===== src/rtl/nibble_serial_adder_ctrl_if.sv =====
// Request/response bundle for the nibble-serial adder.
// The master side issues operations and accepts results; the slave side is the adder.
interface nibble_serial_adder_ctrl_if #(
  parameter int NIBBLES = 4
);
  localparam int W = 4 * NIBBLES;

  logic         in_valid;
  logic         in_ready;
  logic [W-1:0] a;
  logic [W-1:0] b;
  logic         sub;
  logic         out_valid;
  logic         out_ready;
  logic [W-1:0] sum;
  logic         cout;
  logic         ovf;

  modport master (
    output in_valid, a, b, sub, out_ready,
    input  in_ready, out_valid, sum, cout, ovf
  );

  modport slave (
    input  in_valid, a, b, sub, out_ready,
    output in_ready, out_valid, sum, cout, ovf
  );
endinterface


===== src/rtl/nibble_serial_adder_ctrl.sv =====
// W-bit add/subtract computed serially through one shared 4-bit ripple slice,
// one nibble per clock, LSB first, with valid/ready handshakes on both sides.
module nibble_serial_adder_ctrl #(
  parameter int NIBBLES = 4
) (
  input  logic                         clk,
  input  logic                         rst_n,
  nibble_serial_adder_ctrl_if.slave    bus
);
  localparam int W     = 4 * NIBBLES;
  localparam int CNT_W = $clog2(NIBBLES);
  localparam logic [CNT_W-1:0] LAST_CNT = CNT_W'(NIBBLES - 1);

  localparam logic [1:0] IDLE = 2'd0;
  localparam logic [1:0] RUN  = 2'd1;
  localparam logic [1:0] DONE = 2'd2;

  logic [1:0]       state_reg;
  logic [1:0]       state_next;
  logic [W-1:0]     op_a_reg;
  logic [W-1:0]     op_b_reg;
  logic             carry_reg;
  logic             ovf_reg;
  logic [CNT_W-1:0] cnt_reg;

  logic             accept;
  logic             last_nibble;
  logic [3:0]       nib_a [NIBBLES];
  logic [3:0]       nib_b [NIBBLES];
  logic [3:0]       nib_sum_reg [NIBBLES];
  logic [3:0]       slice_x;
  logic [3:0]       slice_y;
  logic [3:0]       slice_s;
  logic [4:0]       slice_c;

  assign accept      = bus.in_valid && (state_reg == IDLE);
  assign last_nibble = (cnt_reg == LAST_CNT);

  assign bus.in_ready  = (state_reg == IDLE);
  assign bus.out_valid = (state_reg == DONE);
  assign bus.cout      = carry_reg;
  assign bus.ovf       = ovf_reg;

  // Split operands into nibbles and reassemble the result from its nibbles.
  for (genvar gi = 0; gi < NIBBLES; gi++) begin : g_nib
    assign nib_a[gi] = op_a_reg[gi*4 +: 4];
    assign nib_b[gi] = op_b_reg[gi*4 +: 4];
    assign bus.sum[gi*4 +: 4] = nib_sum_reg[gi];

    always_ff @(posedge clk or negedge rst_n) begin
      if (!rst_n) begin
        nib_sum_reg[gi] <= 4'd0;
      end else if ((state_reg == RUN) && (cnt_reg == CNT_W'(gi))) begin
        nib_sum_reg[gi] <= slice_s;
      end
    end
  end

  assign slice_x = nib_a[cnt_reg];
  assign slice_y = nib_b[cnt_reg];

  // The single shared 4-bit ripple-carry slice.
  assign slice_c[0] = carry_reg;
  for (genvar gi = 0; gi < 4; gi++) begin : g_slice
    assign slice_s[gi]   = slice_x[gi] ^ slice_y[gi] ^ slice_c[gi];
    assign slice_c[gi+1] = (slice_x[gi] & slice_y[gi]) |
                           (slice_c[gi] & (slice_x[gi] ^ slice_y[gi]));
  end

  always_comb begin
    state_next = state_reg;
    case (state_reg)
      IDLE:    if (accept)        state_next = RUN;
      RUN:     if (last_nibble)   state_next = DONE;
      DONE:    if (bus.out_ready) state_next = IDLE;
      default:                    state_next = IDLE;
    endcase
  end

  always_ff @(posedge clk or negedge rst_n) begin
    if (!rst_n) begin
      state_reg <= IDLE;
    end else begin
      state_reg <= state_next;
    end
  end

  // Subtraction is A + ~B + 1: B is inverted at capture and the carry seeded with 1.
  always_ff @(posedge clk or negedge rst_n) begin
    if (!rst_n) begin
      op_a_reg  <= '0;
      op_b_reg  <= '0;
      carry_reg <= 1'b0;
      ovf_reg   <= 1'b0;
      cnt_reg   <= '0;
    end else begin
      case (state_reg)
        IDLE: begin
          if (accept) begin
            op_a_reg  <= bus.a;
            op_b_reg  <= bus.sub ? ~bus.b : bus.b;
            carry_reg <= bus.sub;
            cnt_reg   <= '0;
          end
        end
        RUN: begin
          carry_reg <= slice_c[4];
          cnt_reg   <= cnt_reg + 1'b1;
          if (last_nibble) begin
            ovf_reg <= (op_a_reg[W-1] == op_b_reg[W-1]) && (slice_s[3] != op_a_reg[W-1]);
          end
        end
        default: begin
        end
      endcase
    end
  end
endmodule


===== src/flat_wrapper.sv =====
// flat-port wrapper written by rule: the top's interface ports become plain ports
module nibble_serial_adder_ctrl_flat 
#(
  parameter int NIBBLES = 4
)
  (clk, rst_n, bus_in_valid, bus_a, bus_b, bus_sub, bus_out_ready, bus_in_ready, bus_out_valid, bus_sum, bus_cout, bus_ovf);
  nibble_serial_adder_ctrl_if #(.NIBBLES(NIBBLES)) bus_i ();
  input  logic clk;
  input  logic rst_n;
  input wire logic [$bits(bus_i.in_valid)-1:0] bus_in_valid;
  input wire logic [$bits(bus_i.a)-1:0] bus_a;
  input wire logic [$bits(bus_i.b)-1:0] bus_b;
  input wire logic [$bits(bus_i.sub)-1:0] bus_sub;
  input wire logic [$bits(bus_i.out_ready)-1:0] bus_out_ready;
  output wire logic [$bits(bus_i.in_ready)-1:0] bus_in_ready;
  output wire logic [$bits(bus_i.out_valid)-1:0] bus_out_valid;
  output wire logic [$bits(bus_i.sum)-1:0] bus_sum;
  output wire logic [$bits(bus_i.cout)-1:0] bus_cout;
  output wire logic [$bits(bus_i.ovf)-1:0] bus_ovf;
  assign bus_i.in_valid = bus_in_valid;
  assign bus_i.a = bus_a;
  assign bus_i.b = bus_b;
  assign bus_i.sub = bus_sub;
  assign bus_i.out_ready = bus_out_ready;
  assign bus_in_ready = bus_i.in_ready;
  assign bus_out_valid = bus_i.out_valid;
  assign bus_sum = bus_i.sum;
  assign bus_cout = bus_i.cout;
  assign bus_ovf = bus_i.ovf;
  nibble_serial_adder_ctrl #(.NIBBLES(NIBBLES)) u_core (.clk(clk), .rst_n(rst_n), .bus(bus_i));
endmodule

===== config.mk =====
export PLATFORM = sky130hd
export DESIGN_NAME = nibble_serial_adder_ctrl_flat
export DESIGN_NICKNAME = d
export VERILOG_FILES = /design/src/rtl/nibble_serial_adder_ctrl_if.sv /design/src/rtl/nibble_serial_adder_ctrl.sv /design/src/flat_wrapper.sv
export SDC_FILE = /design/constraint.sdc
export NUM_CORES = 1
export LEC_CHECK = 0
export ABC_AREA = 1
export ABC_CLOCK_PERIOD_IN_PS = 3700
export CAP_MARGIN = 20
export CORE_ASPECT_RATIO = 1.75
export CORE_MARGIN = 10
export CORE_UTILIZATION = 51
export CTS_CLUSTER_DIAMETER = 150
export DETAILED_ROUTE_END_ITERATION = 16
export HOLD_SLACK_MARGIN = 0.08
export PLACE_DENSITY = 0.91
export SLEW_MARGIN = 20
export SYNTH_ARGS = -nofsm -noshare
export SYNTH_HDL_FRONTEND = slang
export SYNTH_SLANG_ARGS = --single-unit
export TNS_END_PERCENT = 5

===== constraint.sdc =====
create_clock -name clk -period 3.7 [get_ports clk]
set_input_delay 0.555 -clock clk [delete_from_list [all_inputs] [get_ports clk]]
set_output_delay 0.555 -clock clk [all_outputs]
set_load 0.02 [all_outputs]

==> key figures <==
Run status
  • Status: finished, final reports clean

STA
  • Fin crit period: 2980 ps
  • Pins Over Slew Limit: 0
  • Slew margin rel.: 0.478
  • Worst Skew: about 6.4 ps
  • Ratio of final minimum period to clock period: 0.806
  • Max Fclk: 0.335 GHz
  • Worst Max-Slew Pin Slew: 780 ps
  • Total Negative Setup Slacks: 0 ps
  • WHS: 256 ps
  • RSZ-0062 raised after global routing: no
  • Final setup violation count: 0
  • Final Hold Viols: 0

Placed design
  • Final GP Congestion: 0.888
  • Dpl cells: 476
  • DP HPWL: just over 5000 um
  • I/O Buffers: 56

Synthesis
  • Post-synth top area share: 0.492
  • Area contributors post-synth: dfrtp_1 49%, nand2_1 28%, inv_1 4.9%, o21ai_0 4.9%, fa_1 2.9%
  • Mapped Area: 2740 um^2
  • Synthesized flop and latch total: 54
  • Number of synthesized flops with an enable pin: 0
  • Avg Cell Area, Syn: 7.32 um^2
  • Synth warnings: 0
  • Seq/Total Area, Yosys: 0.492
  • Post-synth ARST share: 1.00
  • Cell count after synthesis: 375
  • Count leader, synth: nand2_1
  • Synth area leader: dfrtp_1
  • Syn nets: 420
  • Distinct cells, synth: 16
  • Synth Flop Type: dfrtp_1
  • Commonest cells in the netlist: 208 x nand2_1, 54 x dfrtp_1, 36 x inv_1

Critical path
  • Largest delay share family, worst path: adder cells
  • CP endpoint kind: flip-flop
  • Worst path most repeated cell: nand2_1
  • Critical Path Fanout Max: 14
  • FF-to-FF End: u_core.bus.ovf
  • Crit Path Category: flip-flop to flip-flop
  • Crit path launch type: flip-flop
  • Worst EP arrival: 3220 ps
  • CP bufs+invs: 3
  • FF-to-FF setup slack: just over 700 ps
  • R2R cell count: 15
  • R2r startpoint: u_core.cnt_reg[0]
  • Worst path max stage delay: 510 ps
  • Critical-path cell list: inv_1 -> nand2_1 -> nand3_1 -> nand2_1 -> fa_1 -> inv_1 -> fa_1 -> fa_1 -> inv_1 -> fa_1 -> nor2_1 -> nand2_1 -> nand2_1 -> nand2_1 -> nand2_1
  • Critical-path top delay cell: dfrtp_1
  • Critical Path RT: 3940 ps

Cells and area
  • Area growth syn-to-layout: 26.5%
  • Ant. Diodes: 0
  • Final #Nets: around 470
  • Layout cell share with drive strength beyond 1: 0.0350
  • Final std cells w/o fill: 484
  • Fillers: 457

Floorplan
  • Die Wd: ~75 um
  • Core area: approximately 5300 um^2
  • # IOs: 57
  • Row Count: 35
  • Die height: 117 um
  • Die Footprint: 8830 um^2
  • Starting Density: 0.522

CTS
  • Hold Buf Count CTS: 0
  • CTS Root Cell: clkbuf_8
  • H-tree lvl count: 2
  • CTS max path bufs: 2
  • Total clock sinks: 54
  • Clk_lat worst skew: roughly 300 ps
  • # Post-CTS Setup Buffers: 0
  • # resized after CTS: 0
  • CTS clk-pin slew, worst paths: around 90 ps
  • Inserted Clock Buffers: 5
  • CTS tree: done

Drt
  • 1st-iter DRT viols: 174
  • Vias/cell: between 4 and 5
  • Post-DRT Antenna Nets: 0
  • Mean routed wirelength per cell: approximately 13 um
  • Vias: between 2k and 2.5k
  • Number of remaining DRC errors: 0
  • Total Wirelength: 6380 um
  • Pre-Repair DR Iteration Count: 4

Global routing
  • Initial antenna violation count: 0
  • Overall Global Routing Usage: 0.153
  • Vias in the first global route: about 2.5k
  • GRT overflow: 0
  • First-pass GRT wire length: 10700 um
  • Largest net degree at the start of global routing: just over 50

Power and ir drop
  • Leakage power total: 1.87 nW
  • Power per cell area: 912 nW/um^2
  • Peak supply drop: around 0.35 mV

Worst hold path
  • Hold crit path type: input port to async pin

Job
  • MaxCap Viol Count: 0
[kinds of logic after synthesis]
group,count (synthesis),synth area share
compound gates,28,0.0520
fa+ha+maj,8,0.0474
buf+inv,50,0.0780
flops,54,0.492
simple gates,235,0.330
[layer usage]
metal  GRT usage  vias up  routed length, um
li1            -     1227                  -
met3      0.0177       18                243
met2       0.293       66               3510
met5           0        -                  0
met1       0.154     1084               2410
met4      0.0747        0                221
[where the power goes]
part	total, mW	switching [mW]	internal [mW]
combinational	1.61	1.00	0.614
sequential	1.08	0.204	0.876
clock	0.472	0.183	0.288
[through the flow]
step / total power, mW / util / area (um^2) / worst slack (ps)
after global placement: 2.62 / 0.630 / 3310 / 872
after detailed placement: 2.69 / 0.633 / 3330 / 746
after CTS: 3.16 / 0.660 / 3470 / 719
after global routing: 3.44 / 0.660 / 3470 / 384
after floorplan: 2.12 / - / 2740 / 1030
final: 3.17 / 0.660 / 3470 / 719
[layout by cell type, fill, tap and decap left out, drive strengths merged]
master	synthesis	final
nand2	209	209
clkdlybuf4s50	0	55
dfrtp	54	54
inv	37	37
o21ai	27	27
nor2	15	15
nand3	11	11
clkbuf	3	6
fa	4	4
ha	4	4
buf	10	4
bufinv	0	2
o31ai	1	1
[worst max-delay path by stage]
stage,startpoint,cells after the start,end
detailed placement,u_core.cnt_reg[0],15,u_core.bus.ovf
global route,u_core.cnt_reg[0],15,u_core.bus.ovf
floorplan,u_core.cnt_reg[0],16,u_core.bus.ovf
global placement,u_core.cnt_reg[1],14,u_core.bus.ovf
CTS,u_core.cnt_reg[0],15,u_core.bus.ovf
finish,u_core.cnt_reg[0],15,u_core.bus.ovf
[cell type report]
cell class | instances | area [um^2] | area share
clock buffer | 6 | 82.6 | 0.0238
clock inverter | 2 | 60.1 | 0.0173
inverter | 37 | 139 | 0.0400
multi-input combinational | 271 | 1180 | 0.340
sequential | 54 | 1350 | 0.389
tap | 55 | 68.8 | 0.0198
timing repair buffer | 59 | 591 | 0.170
[worst reg2reg max path: stages (launching register included)]
cell     delay, ps
dfrtp_1        510
inv_1          280
nand2_1        120
nand3_1         70
nand2_1        120
fa_1           170
inv_1           50
fa_1           380
fa_1           360
inv_1           80
fa_1           450
nor2_1         100
nand2_1         60
nand2_1         50
nand2_1         50
nand2_1         70
Power figures use the tool's default switching activity.
==> patch 1: new RTL, same flow settings <==
`NIBBLES` is set to 4 in 3 places; all go to 2.
--- a/src/rtl/nibble_serial_adder_ctrl_if.sv
+++ b/src/rtl/nibble_serial_adder_ctrl_if.sv
@@ -1,7 +1,7 @@
 // Request/response bundle for the nibble-serial adder.
 // The master side issues operations and accepts results; the slave side is the adder.
 interface nibble_serial_adder_ctrl_if #(
-  parameter int NIBBLES = 4
+  parameter int NIBBLES = 2
 );
   localparam int W = 4 * NIBBLES;
 
--- a/src/rtl/nibble_serial_adder_ctrl.sv
+++ b/src/rtl/nibble_serial_adder_ctrl.sv
@@ -1,7 +1,7 @@
 // W-bit add/subtract computed serially through one shared 4-bit ripple slice,
 // one nibble per clock, LSB first, with valid/ready handshakes on both sides.
 module nibble_serial_adder_ctrl #(
-  parameter int NIBBLES = 4
+  parameter int NIBBLES = 2
 ) (
   input  logic                         clk,
   input  logic                         rst_n,
--- a/src/flat_wrapper.sv
+++ b/src/flat_wrapper.sv
@@ -1,7 +1,7 @@
 // flat-port wrapper written by rule: the top's interface ports become plain ports
 module nibble_serial_adder_ctrl_flat 
 #(
-  parameter int NIBBLES = 4
+  parameter int NIBBLES = 2
 )
   (clk, rst_n, bus_in_valid, bus_a, bus_b, bus_sub, bus_out_ready, bus_in_ready, bus_out_valid, bus_sum, bus_cout, bus_ovf);
   nibble_serial_adder_ctrl_if #(.NIBBLES(NIBBLES)) bus_i ();
Ports: changed (resized bus_a, bus_b and bus_sum); port bits go from 57 to 33. No check against the original RTL was run, so the function may have changed too.
==> patch 1 against the original RTL <==
- power decreased by 45%
- synthesized area decreased by 46%
- first-iteration DRC count decreased by 83%
- setup slack improved by 72 ps
- utilization increased by 2.5 points
- design area decreased by 46%
- synthesized cell count decreased by 50%
- sequential cell count decreased by 25
- routed wire length decreased by 50%
- clock skew about the same
- global-route usage decreased by 3.0 points
- maximum frequency increased by 2.5%
- critical endpoint unchanged
- largest cell class unchanged
==> patch 1: results (changes against the original RTL) <==
routed vias 1248 (-48%); met3 usage 3.21% (+1.4 points); Worst EP arrival 3130 ps (-90 ps); reg-to-reg slack, setup 790 ps (+70 ps); routed wire length 3.19 mm (-50%); first-pass GRT wire length 5.29 mm (-50%); number of global-route vias before repair 1285 (-48%); Syn Nets 211 (-50%); Min Hold Slack 471 ps (+215 ps); largest net degree at the start of global routing 30 (-41%); Synth cell types 19 (+3); Net Sw Power 0.759 mW (-45%); port bufs 32 (-43%); relative slew slack 67.6% (+20 points); Gate Count Post-Synth 186 (-50%); GRT met2 Usage 21.4% (-7.9 points); status finished clean; Leak 1.02 nW (-45%); Clock power frac 14.2% (-0.7 points); Sw Share 43.9% (+0.063 points); layout cell share with drive strength beyond 1 9.42% (+5.9 points); worst vdd ir 0.000457 V (+29%); Seq/Total Area, Yosys 49.1% (-0.18 points); post-DP HPWL 2.56 mm (-50%); Sequential Power 0.593 mW (-45%); clk_lat worst skew 280 ps (-20 ps); Post-synth top cells nand2_1 (103), dfrtp_1 (29), inv_1 (17); Global Route Usage Sum 12.3% (-3.0 points); TritonRoute pass-1 iters 5 (+1); Cells after DPL 242 (-49%); Crit path largest cell delay 640 ps (+130 ps); non-filler cells, final 250 (-48%); Worst Path Max Fanout 13 (-1)
## patch 1: cell type report
type	instances	area, sq um
clock buffers	6	72.6
clock inverters	2	10.0
fillers	234	866
inverters	20	75.1
multi-input cells	133	642
flip-flops and latches	29	726
well taps	27	33.8
repair buffers	33	328
## patch 1: cells by family after synthesis
group           count (synthesis)  share of synthesized area, %
compound gates                 11                          4.65
fa+ha+maj                       4                          5.41
flops                          29                          49.1
mux                             3                          2.03
buf+inv                        24                          7.53
simple gates                  115                          31.3
## patch 1: through the flow
step / setup WS [ps] / utilization, %
6_report: 791 / 68.5
5_1_grt: 559 / 68.5
4_1_cts: 781 / 68.5
3_5_place_dp: 792 / 65.5
3_3_place_gp: 953 / 65.5
2_1_floorplan: 1040 / -
## patch 1: worst max-delay path, delay by kind of cell, from the launching register on
kind | cells | cell delay, ps
muxes | 1 | 330
DFF | 1 | 640
and+or+nand+nor | 5 | 340
buffers and inverters | 2 | 140
adders and majority gates | 4 | 1390
## patch 1: layer usage
metal,vias up,wire (microns)
met1,575,1140
met5,-,0
met4,0,138
met3,11,179
li1,627,-
met2,35,1730
## patch 1: path summary, 6_finish.rpt
path / start / endpoint / cells after the start
setup / recovery: u_core.cnt_reg$_DFFE_PN0P_ / u_core.bus.ovf$_DFFE_PN0P_ / 12
hold / removal: u_core.bus.sum[1]$_DFFE_PN0P_ / u_core.bus.sum[1]$_DFFE_PN0P_ / 2
setup reg to reg: u_core.cnt_reg$_DFFE_PN0P_ / u_core.bus.ovf$_DFFE_PN0P_ / 12
hold reg to reg: u_core.bus.sum[1]$_DFFE_PN0P_ / u_core.bus.sum[1]$_DFFE_PN0P_ / 2
max in group asynchronous: rst_n / u_core.op_a_reg[2]$_DFFE_PN0P_ / 2
min in group asynchronous: rst_n / u_core.state_reg[0]$_DFFE_PN0P_ / 2
==> patch 2: new RTL, config.mk and constraints unchanged <==
Made on the original files. Reset style: synchronous (`rst_n`), changed in 3 clocked blocks.
--- a/src/rtl/nibble_serial_adder_ctrl.sv
+++ b/src/rtl/nibble_serial_adder_ctrl.sv
@@ -47,7 +47,7 @@
     assign nib_b[gi] = op_b_reg[gi*4 +: 4];
     assign bus.sum[gi*4 +: 4] = nib_sum_reg[gi];
 
-    always_ff @(posedge clk or negedge rst_n) begin
+    always_ff @(posedge clk) begin
       if (!rst_n) begin
         nib_sum_reg[gi] <= 4'd0;
       end else if ((state_reg == RUN) && (cnt_reg == CNT_W'(gi))) begin
@@ -77,7 +77,7 @@
     endcase
   end
 
-  always_ff @(posedge clk or negedge rst_n) begin
+  always_ff @(posedge clk) begin
     if (!rst_n) begin
       state_reg <= IDLE;
     end else begin
@@ -86,7 +86,7 @@
   end
 
   // Subtraction is A + ~B + 1: B is inverted at capture and the carry seeded with 1.
-  always_ff @(posedge clk or negedge rst_n) begin
+  always_ff @(posedge clk) begin
     if (!rst_n) begin
       op_a_reg  <= '0;
       op_b_reg  <= '0;
Behaviour: differs if rst_n is asserted again (counterexample within 4 cycles, from zero or initial values and one cycle with rst_n low); with rst_n held inactive, the same outputs for 10 cycles.
==> patch 2 against the original RTL <==
- critical endpoint is now u_core.bus.ovf$_SDFFE_PN0P_
- synthesized area fell by 6.0%
- design area down 7.1%
- sequential cell count is the same
- setup slack improved by 71 ps
- non-clock buffer count unchanged
- die area shrank 4.7%
- highest routed layer unchanged
- count of clock-buffer cells in the layout decreased by 1
- routed wire length decreased by 12%
- utilization fell by 0.68 points
Power is not compared: it rests on default switching activity, and its combinational part moved more than twofold at a synthesized area within 25%.
==> patch 2: results (changes against the original RTL) <==
status finished clean; Seq/Total Area, Yosys 48.1% (-1.1 points); Syn Nets 371 (-12%); Syn. warnings 0 (unchanged); Min Hold Slack 488 ps (+232 ps); Multi-input gate area 0.00115 sq mm (-2.4%); Worst Path Max Fanout 15 (+1); Avg Cell Area, Syn 7.91 sq um (+8.2%); TAP cells 54 (-1.8%); WHS Endpoint u_core.op_a_reg[4]$_SDFFE_PN0P_; Placed Area 0.00312 sq mm (-6.4%); Post-synth top cells nor2_1 (103), nand2_1 (53), dfxtp_1 (38); Via density 5.05 (+2.0%); number of non-clock buffers 59 (unchanged); Sw Share 27.6%; Post-Route Skew 7.01 ps (+0.642 ps); EDFF count, synth 16 (+16); Reg2Reg Launch Point u_core.cnt_reg[0]$_SDFFE_PN0P_; DRT iter0 DRCs 122 (-30%); Non-clk invs 20 (-46%); worst vdd ir between 0.0003 and 0.0004 V; Worst EP arrival 3120 ps (-100 ps); first-pass GRT wire length 9.17 mm (-14%); Filler cells 432 (-5.5%); Clock Sinks 54 (unchanged); Reg area 0.00124 sq mm (-8.1%); WL/cell 13.1 microns (-0.50%); Reg2Reg Depth 14 (-1); final net count 420 (-11%); largest net degree at the start of global routing 49 (-3.9%); Root Buffer clkbuf_8; Global Route Usage Sum 13.4% (-1.9 points); HP Class reg2reg; Leak ~1.3 nW; reg-to-reg slack, setup 790 ps (+70 ps); slowest stage cell, crit path fa_1; Post-synth ARST share 0% (-100 points); layout cell share with drive strength beyond 1 3.99% (+0.49 points); Crit path max-delay family adder cells; top cells by area, synth dfxtp_1 (29%), edfxtp_1 (19%), nor2_1 (15%); R2R Path End u_core.bus.ovf$_SDFFE_PN0P_; relative slew slack 39.1% (-8.7 points); postcts setup bufs 0 (unchanged); number of global-route vias before repair 2131 (-14%); Setup WS pre-CTS 806 ps (+60.7 ps); total power about 1.4 mW; WHS Path Cells 2; Layout clock buffers 5 (-1); Clock buf/inv share 3.37% (-0.73 points); Reg power frac roughly 50%; post-DP HPWL 4.41 mm (-14%); area-dominant cell class after layout flip-flops and latches; multi-input gates 235 (-13%); Signal buf overhead 18.1% (+1.1 points); routed vias 2170 (-9.4%); Synth cell types 22 (+6); routability cong. 0.863 (-2.8%); Primary FF master, synth dfxtp_1; initial antenna violation count 0 (unchanged)
patch 2: cell count changes after synthesis, moves of 7 or more:
cell      before  now
o21ai_0       27   35
dfrtp_1       54    0
inv_1         36   18
nand2_1      208   53
a21oi_1        0    7
xnor2_1        0   16
edfxtp_1       0   16
nor2_1        14  103
dfxtp_1        0   38
patch 2: cells by family (layout without fill, tap and decap cells):
| group | Yosys count | in the layout | synth area share [%] |
|---|---|---|---|
| compound gates | 46 | 46 | 9.12 |
| xor+xnor | 16 | 16 | 5.43 |
| fa+ha+maj | 8 | 8 | 5.04 |
| buf+inv | 37 | 87 | 7.32 |
| flops | 54 | 54 | 48.1 |
| simple gates | 165 | 165 | 25.0 |
patch 2: routing by layer:
metal | share of wire [%] | up-vias | global-route usage [%]
met5 | 0 | - | 0
met1 | 37 | 980 | 12.9
li1 | - | 1120 | -
met4 | 2.7 | 0 | 6.37
met2 | 55 | 59 | 25.3
met3 | 5.7 | 11 | 2.95
patch 2: how the worst max path moves through the flow:
stage,from,end,slack (ps)
final,u_core.cnt_reg[0]$_SDFFE_PN0P_,u_core.bus.ovf$_SDFFE_PN0P_,790
after CTS,u_core.cnt_reg[0]$_SDFFE_PN0P_,u_core.bus.ovf$_SDFFE_PN0P_,790
after global routing,u_core.cnt_reg[1]$_SDFFE_PN0P_,u_core.bus.ovf$_SDFFE_PN0P_,600
after global placement,u_core.cnt_reg[0]$_SDFFE_PN0P_,u_core.bus.ovf$_SDFFE_PN0P_,900
after floorplan,u_core.cnt_reg[0]$_SDFFE_PN0P_,u_core.bus.ovf$_SDFFE_PN0P_,890
after detailed placement,u_core.cnt_reg[0]$_SDFFE_PN0P_,u_core.bus.ovf$_SDFFE_PN0P_,810
